[config.mk]
export PLATFORM = sky130hd
export DESIGN_NAME = bit_count_fsm
export DESIGN_NICKNAME = d
export VERILOG_FILES = /design/src/rtl/bit_count_fsm.sv
export SDC_FILE = /design/constraint.sdc
export NUM_CORES = 1
export LEC_CHECK = 0
export ABC_AREA = 0
export BUFFER_PORTS_ARGS = -buffer_cell sky130_fd_sc_hd__buf_4
export CORE_ASPECT_RATIO = 0.8
export CORE_MARGIN = 8
export CORE_UTILIZATION = 57
export DETAILED_ROUTE_END_ITERATION = 10
export MAX_ROUTING_LAYER = met4
export PLACE_DENSITY = 0.81
export RECOVER_POWER = 100
export SYNTH_ARGS = -nofsm -noshare
export SYNTH_HDL_FRONTEND = slang
export SYNTH_SLANG_ARGS = --single-unit
[constraint.sdc]
create_clock -name clk -period 3.8 [get_ports clk]
set_clock_uncertainty 0.05 [all_clocks]
set_input_delay 0 -clock clk [delete_from_list [all_inputs] [get_ports clk]]
set_output_delay 0 -clock clk [all_outputs]
set_load 0.1 [all_outputs]
[src/rtl/bit_count_fsm.sv]
`default_nettype none
// ============================================================================
// Module      : bit_count_fsm
// Description : Serial bit-counting engine. Counts the ones (mode=0) or the
//               zeros (mode=1) in a DATA_W-bit operand. The operand is
//               right-shifted one bit per clock while the LSB is accumulated.
//               start/done form a level handshake.
//
// Parameters  : DATA_W  - operand width, legal range 2..64
//               CNT_W   - derived result width, $clog2(DATA_W+1)
//
// Ports       : clk       in   system clock, rising edge
//               areset_n  in   asynchronous active-low reset
//               start     in   level request, sampled in IDLE and DONE only
//               mode      in   0 = count ones, 1 = count zeros (load only)
//               data_in   in   operand (sampled on the load edge only)
//               result    out  binary count, valid while done=1
//               done      out  high in DONE state
//               busy      out  high in SHIFT state
//
// Build option: BIT_COUNT_EARLY_EXIT_EN
//               When defined, SHIFT also finishes as soon as the remaining
//               shifted operand is all zeros. The result is the same; only
//               the latency shrinks.
//
// Revision    : 1.0 - initial release
// ============================================================================
module bit_count_fsm #(
    parameter int DATA_W = 8
) (
    input  logic                              clk,
    input  logic                              areset_n,
    input  logic                              start,
    input  logic                              mode,
    input  logic [DATA_W-1:0]                 data_in,
    output logic [$clog2(DATA_W+1)-1:0]       result,
    output logic                              done,
    output logic                              busy
);

    localparam int CNT_W = $clog2(DATA_W + 1);

    // Index value seen on the last fixed-latency SHIFT edge
    localparam logic [CNT_W-1:0] c_last_idx = CNT_W'(DATA_W - 1);

    typedef enum logic [1:0] {
        ST_IDLE  = 2'd0,
        ST_SHIFT = 2'd1,
        ST_DONE  = 2'd2
    } state_t;

    state_t              r_state;
    logic [DATA_W-1:0]   r_a;
    logic [CNT_W-1:0]    r_idx;
    logic [CNT_W-1:0]    r_result;
    logic                r_done;
    logic                r_busy;

    logic [DATA_W-1:0]   w_a_shr;
    logic [CNT_W-1:0]    w_lsb_ext;
    logic                w_last;

    assign w_a_shr   = r_a >> 1;
    assign w_lsb_ext = {{(CNT_W-1){1'b0}}, r_a[0]};

`ifdef BIT_COUNT_EARLY_EXIT_EN
    // Once nothing is left above the current LSB, the remaining shifts would
    // only add zeros, so the count is already final after this edge.
    assign w_last = (r_idx == c_last_idx) || (w_a_shr == '0);
`else
    assign w_last = (r_idx == c_last_idx);
`endif

    // Single state machine; done/busy are registered alongside the state so
    // they come straight from flops and can never be high together.
    always_ff @(posedge clk or negedge areset_n) begin
        if (!areset_n) begin
            r_state  <= ST_IDLE;
            r_a      <= '0;
            r_idx    <= '0;
            r_result <= '0;
            r_done   <= 1'b0;
            r_busy   <= 1'b0;
        end else begin
            case (r_state)
                ST_IDLE: begin
                    if (start) begin
                        // Counting zeros is counting ones of the inverse
                        r_a      <= mode ? ~data_in : data_in;
                        r_result <= '0;
                        r_idx    <= '0;
                        r_busy   <= 1'b1;
                        r_done   <= 1'b0;
                        r_state  <= ST_SHIFT;
                    end
                end

                ST_SHIFT: begin
                    // Maximum count is DATA_W < 2^CNT_W: no overflow possible
                    r_result <= r_result + w_lsb_ext;
                    r_a      <= w_a_shr;
                    r_idx    <= r_idx + 1'b1;
                    if (w_last) begin
                        r_busy  <= 1'b0;
                        r_done  <= 1'b1;
                        r_state <= ST_DONE;
                    end
                end

                ST_DONE: begin
                    // Held start does not retrigger; a fresh request must
                    // pass through IDLE first.
                    if (!start) begin
                        r_done  <= 1'b0;
                        r_state <= ST_IDLE;
                    end
                end

                default: begin
                    r_busy  <= 1'b0;
                    r_done  <= 1'b0;
                    r_state <= ST_IDLE;
                end
            endcase
        end
    end

    assign result = r_result;
    assign done   = r_done;
    assign busy   = r_busy;

endmodule
`default_nettype wire
After elaboration in Yosys (flattened, before gate mapping)
Cells that the tools add are included.
- bits in registers: 20
- latch bits: 0
- memory bits (writable): 0
- bits in read-only memories: 0
- output and inout bits: 6
- memories: 0
- add/subtract/negate cells: 2
- multiply operators: 0
- div/mod/pow operators: 0
- magnitude comparators: 0
- eq/ne operators: 6
- shifts and indexed selects: 0
- mux-type cells: 17
- bitwise operators: 2
- reductions and logical operators: 5
- operator list (kind ; count):
    two-way mux 8 bit ; 2
    one-hot mux 4 bit (2 select lines) ; 2
    one-hot mux 8 bit (2 select lines) ; 1
    inverter 8 bit ; 1
    two-way mux 2 bit ; 3
    inequality test 2 bit, second input constant ; 3
    one-hot mux 1 bit (3 select lines) ; 2
    one-hot mux 2 bit (3 select lines) ; 1
    AND reduction 3 bit ; 2
    two-way mux 1 bit ; 5
    adder 4 x 1 -> 4 bit ; 1
    adder 4 x 1 -> 4 bit, second input constant ; 1
    == test 4 x 3 -> 1 bit, second input constant ; 1
    two-way mux 4 bit ; 1
    == test 2 x 1 -> 1 bit, second input constant ; 1
    == test 2 bit, second input constant ; 1
    zero test 2 bit ; 1
    AND reduction 2 bit ; 1
    nonzero test 2 bit ; 1
    inverter 1 bit ; 1

Depth between registers and ports, before layout
- word-level depth: 4
- gate-level depth with buffers: 5
- mapped depth without buffers: 5

Worst setup path after synthesis
No wires, ideal clock.
- kind: reg-to-reg
- from: register r_result[0], in the netlist result[0]
- to: register r_result[2], in the netlist result[2]
- library setup time: 0.083 ns
- arrival time: 1.758 ns
- data required time: 3.667 ns
- path slack: 1.909 ns
- cell stages (with the launch flop): 6
- buffers on the path: 0
- period minus slack after synthesis: 1.891 ns
- cell sequence: dfrtp_1 ha_1 ha_1 nor3b_1 a21oi_1 o21ai_0
- word-level cells in the longest chain between the ends: 2
- RTL lines (what ; line ; source):
    from (decl) ; 55 ; logic [CNT_W-1:0] r_result;
    from (signal assigned) ; 100 ; r_result <= r_result + w_lsb_ext;
    adder 4 x 1 -> 4 bit ; 100 ;
    one-hot mux 4 bit (2 select lines) ; 85 ; case (r_state)
Every way passes these cells.
A chain may end at the register's enable or synchronous reset.

Worst setup path in the final report
- from: register r_state[1]
- to: register r_a[6]
- word-level cells in the longest chain between the ends: 3
- elaborated cells on any way between the ends: 6
- those cells by class: eq/ne (2); mux (1); reduce/logical (3)
- RTL lines (what ; line ; source):
    from (decl) ; 52 ; state_t r_state;
    from (signal assigned) ; 78 ; r_state <= ST_IDLE;
    from (signal assigned) ; 94 ; r_state <= ST_SHIFT;
    from (signal assigned) ; 106 ; r_state <= ST_DONE;
    == test 2 x 1 -> 1 bit / zero test 2 bit (equally long branches) ; 85 ;
    nonzero test 2 bit (no line) / inequality test 2 bit (equally long branches) ; -- ;
    AND reduction 2 bit (no line) ; -- ;
    to (signal assigned) ; 89 ; r_a <= mode ? ~data_in : data_in;
    to (signal assigned) ; 101 ; r_a <= w_a_shr;
    to (decl) ; 53 ; logic [DATA_W-1:0] r_a;
Parallel ways exist; a longest one is shown, timed or not.

==> flow_summary.json <==
{
  "grt_overflow": 0,
  "final-setup-viol-count": 0,
  "period_minus_slack_ns": 1.94,
  "crit_slowest_cell": "nor3b_1",
  "max_stage_delay_ns": 0.94,
  "start_kind": "register",
  "drc": 0,
  "leakagePower_nw": 0.519,
  "cts_tree": "done",
  "ys_seq_area_share_pct": 48.1,
  "critPathKind": "reg2reg",
  "cts_root_buf": "clkbuf_4",
  "max_freq_mhz": 514,
  "initial_core_util_pct": 60.8,
  "power_density_nw_per_um2": 874,
  "die_area_um2": 3330,
  "dr.pass1.iters": 4,
  "nets": 123,
  "fin_tns_setup_ns": 0,
  "gp_congestion": 0.839,
  "clk_latency_ns": 0.30,
  "portBuffers": 17,
  "syn-cell-area_um2": 988,
  "drt-wirelength-per-cell_um": 15.9,
  "synth_area_leaders": "dfrtp_1 (48%), xor2_1 (7.1%), nor3b_1 (5.3%), a221o_1 (5.1%), ha_1 (3.8%)",
  "cts_buffers": 3,
  "vias": 766,
  "cap_violations": 0,
  "netlist.top_cell.by_area": "dfrtp_1",
  "grt_pass1_vias": 783,
  "yosys_warnings": 0,
  "cts_num_sinks": 19,
  "filler_cell_count": 136,
  "maxSlewViolCount": 0,
  "drtAntennaViolNets": 0,
  "die_height_um": 53.2,
  "worstSetupEndpointType": "register",
  "post-dp-hpwl_um": 1470,
  "worstPathCellList": "nor3b_1 -> a222oi_1 -> inv_1",
  "path_clk_slew_ns": 0.10,
  "synth_nets": 103,
  "ioPinCount": 18,
  "routed_wl_um": 2050,
  "ys.flop_type": "dfrtp_1",
  "grt_usage_pct": 14.2,
  "htreeDepth": 1,
  "crit_fanout": 16,
  "synth_area_per_cell_um2": 11.2,
  "stdcell_area_um2": 1110,
  "antenna_found_initial": 0,
  "grt_max_degree": 20,
  "worst-endpoint-arrival_ns": 2.14,
  "core_area_um2": 1630,
  "synthMostInstantiatedCell": "dfrtp_1",
  "vdd_drop_max_uv": 506,
  "place_area_um2": 1100,
  "grt_first_pass_wirelength_um": 3560,
  "die_w_um": 62.6,
  "synth-async-reset-ratio_pct": 100,
  "slew-limit-headroom_pct": 22.0,
  "drive_gt1_share_pct": 13.1,
  "synth_top_area_share_pct": 48.1,
  "netlist_top_cells_count": "dfrtp_1 (19), xor2_1 (8), nand2_1 (7), nor3b_1 (7)",
  "clockBufferDepth": 2,
  "initialDrtViolationCount": 36,
  "ys_types": 24,
  "ys_ff_latch": 19,
  "worst_pin_slew_ns": 1.18,
  "row_count": 13,
  "rsz0062_at_grt": "no",
  "min_path_type": "in2reg",
  "n_antenna_cell": 0,
  "synth_edf_count": 0,
  "routed_via_density": 5.94,
  "worstPathRequired_ns": 3.99,
  "hold_violations": 0,
  "finalCritPeriodShare_pct": 51.2,
  "status": "complete, no violations",
  "synth_cells": 88,
  "syn_to_final_growth_pct": 12.0
}
==> final timing paths <==
path | cells after the start | from | slack (ns) | end
setup / recovery | 3 | r_state[1]$_DFFE_PN0P_ | 1.86 | r_a[6]$_DFFE_PN0P_
hold / removal | 4 | data_in[5] | 0.03 | r_a[5]$_DFFE_PN0P_
setup reg to reg | 3 | r_state[1]$_DFFE_PN0P_ | 1.86 | r_a[6]$_DFFE_PN0P_
hold reg to reg | 1 | r_idx[3]$_DFFE_PN0P_ | 0.44 | r_idx[3]$_DFFE_PN0P_
max in group asynchronous | 2 | areset_n | 2.76 | busy$_DFFE_PN0P_
min in group asynchronous | 2 | areset_n | 0.34 | r_idx[3]$_DFFE_PN0P_
==> timing repair <==
action / in CTS / in global routing
setup buffers: 0 / 0
hold endpoints to repair: 21 / 0
gates resized for setup: 0 / 0
hold buffers: 3 / 0
endpoints found under the setup margin: 0 / 0
==> placed cells by master, fill, tap and decap left out, types with 3 or more instances in the layout <==
cell type,Yosys,layout
buf_4,0,10
inv_1,4,4
xor2_1,8,8
dfrtp_1,19,19
ha_1,3,3
nand2_1,7,7
a221o_1,5,5
a22o_1,3,3
a21oi_1,4,4
nand3_1,3,3
clkbuf_4,0,3
clkbuf_1,0,8
dlygate4sd3_1,0,3
nor3b_1,7,8
o21ai_0,5,5
==> critical path: cells and delay by family, from the launching register on <==
| family | cells | cell delay (ns) |
|---|---|---|
| AO/OA/AOI/OAI | 1 | 0.23 |
| buffers and inverters | 1 | 0.12 |
| flip-flops | 1 | 0.55 |
| AND/OR/NAND/NOR | 1 | 0.94 |
==> cell families (layout without fill, tap and decap cells) <==
kind of cell / count (synthesis) / after routing / share of synthesized area [%]
and+or+nand+nor: 23 / 23 / 14.3
adders and majority gates: 3 / 3 / 3.80
muxes: 1 / 1 / 1.14
xor gates and xnor gates: 8 / 8 / 7.09
buffers and inverters: 10 / 29 / 6.33
AOI/OAI and AO/OA: 24 / 24 / 19.2
DFF: 19 / 19 / 48.1
==> layer usage <==
layer	GRT usage, %	vias to the layer above	routed length (µm)
li1	-	362	-
met1	14.6	380	913
met2	24.2	20	979
met3	4.63	4	117
met4	7.92	0	43
met5	-	-	0
==> cell type report <==
| type | count | area, µm² | share of cell area (%) |
|---|---|---|---|
| clock buffer | 4 | 26.3 | 2.37 |
| multi-input combinational | 59 | 428 | 38.6 |
| inverter | 5 | 18.8 | 1.69 |
| timing repair buffer | 20 | 131 | 11.9 |
| tap | 22 | 27.5 | 2.49 |
| sequential | 19 | 475 | 42.9 |
==> where the power goes <==
part           switching, mW  leakage, nW  internal, mW
Combinational          0.346        0.263         0.149
Clock                 0.0616       0.0150        0.0410
Sequential            0.0847        0.241         0.286
==> registers in the layout, indices dropped and copies added (netlist names) <==
signal	flops
r_state	2
result	4
r_a	8
busy	1
r_idx	4
==> per-stage QoR <==
stage	cells	hold slack [ns]	setup slack (ns)	total power, mW	util (%)
finish	129	0.0279	1.86	0.968	68.1
global route	129	0.0246	1.69	1.04	68.1
CTS	129	0.0216	2.20	1.01	71.1
detailed placement	122	-0.164	2.22	0.908	67.6
global placement	122	-0.164	2.29	0.890	67.6
floorplan	88	-0.346	1.91	0.812	-
No activity file was read; power rests on OpenSTA's default activity.
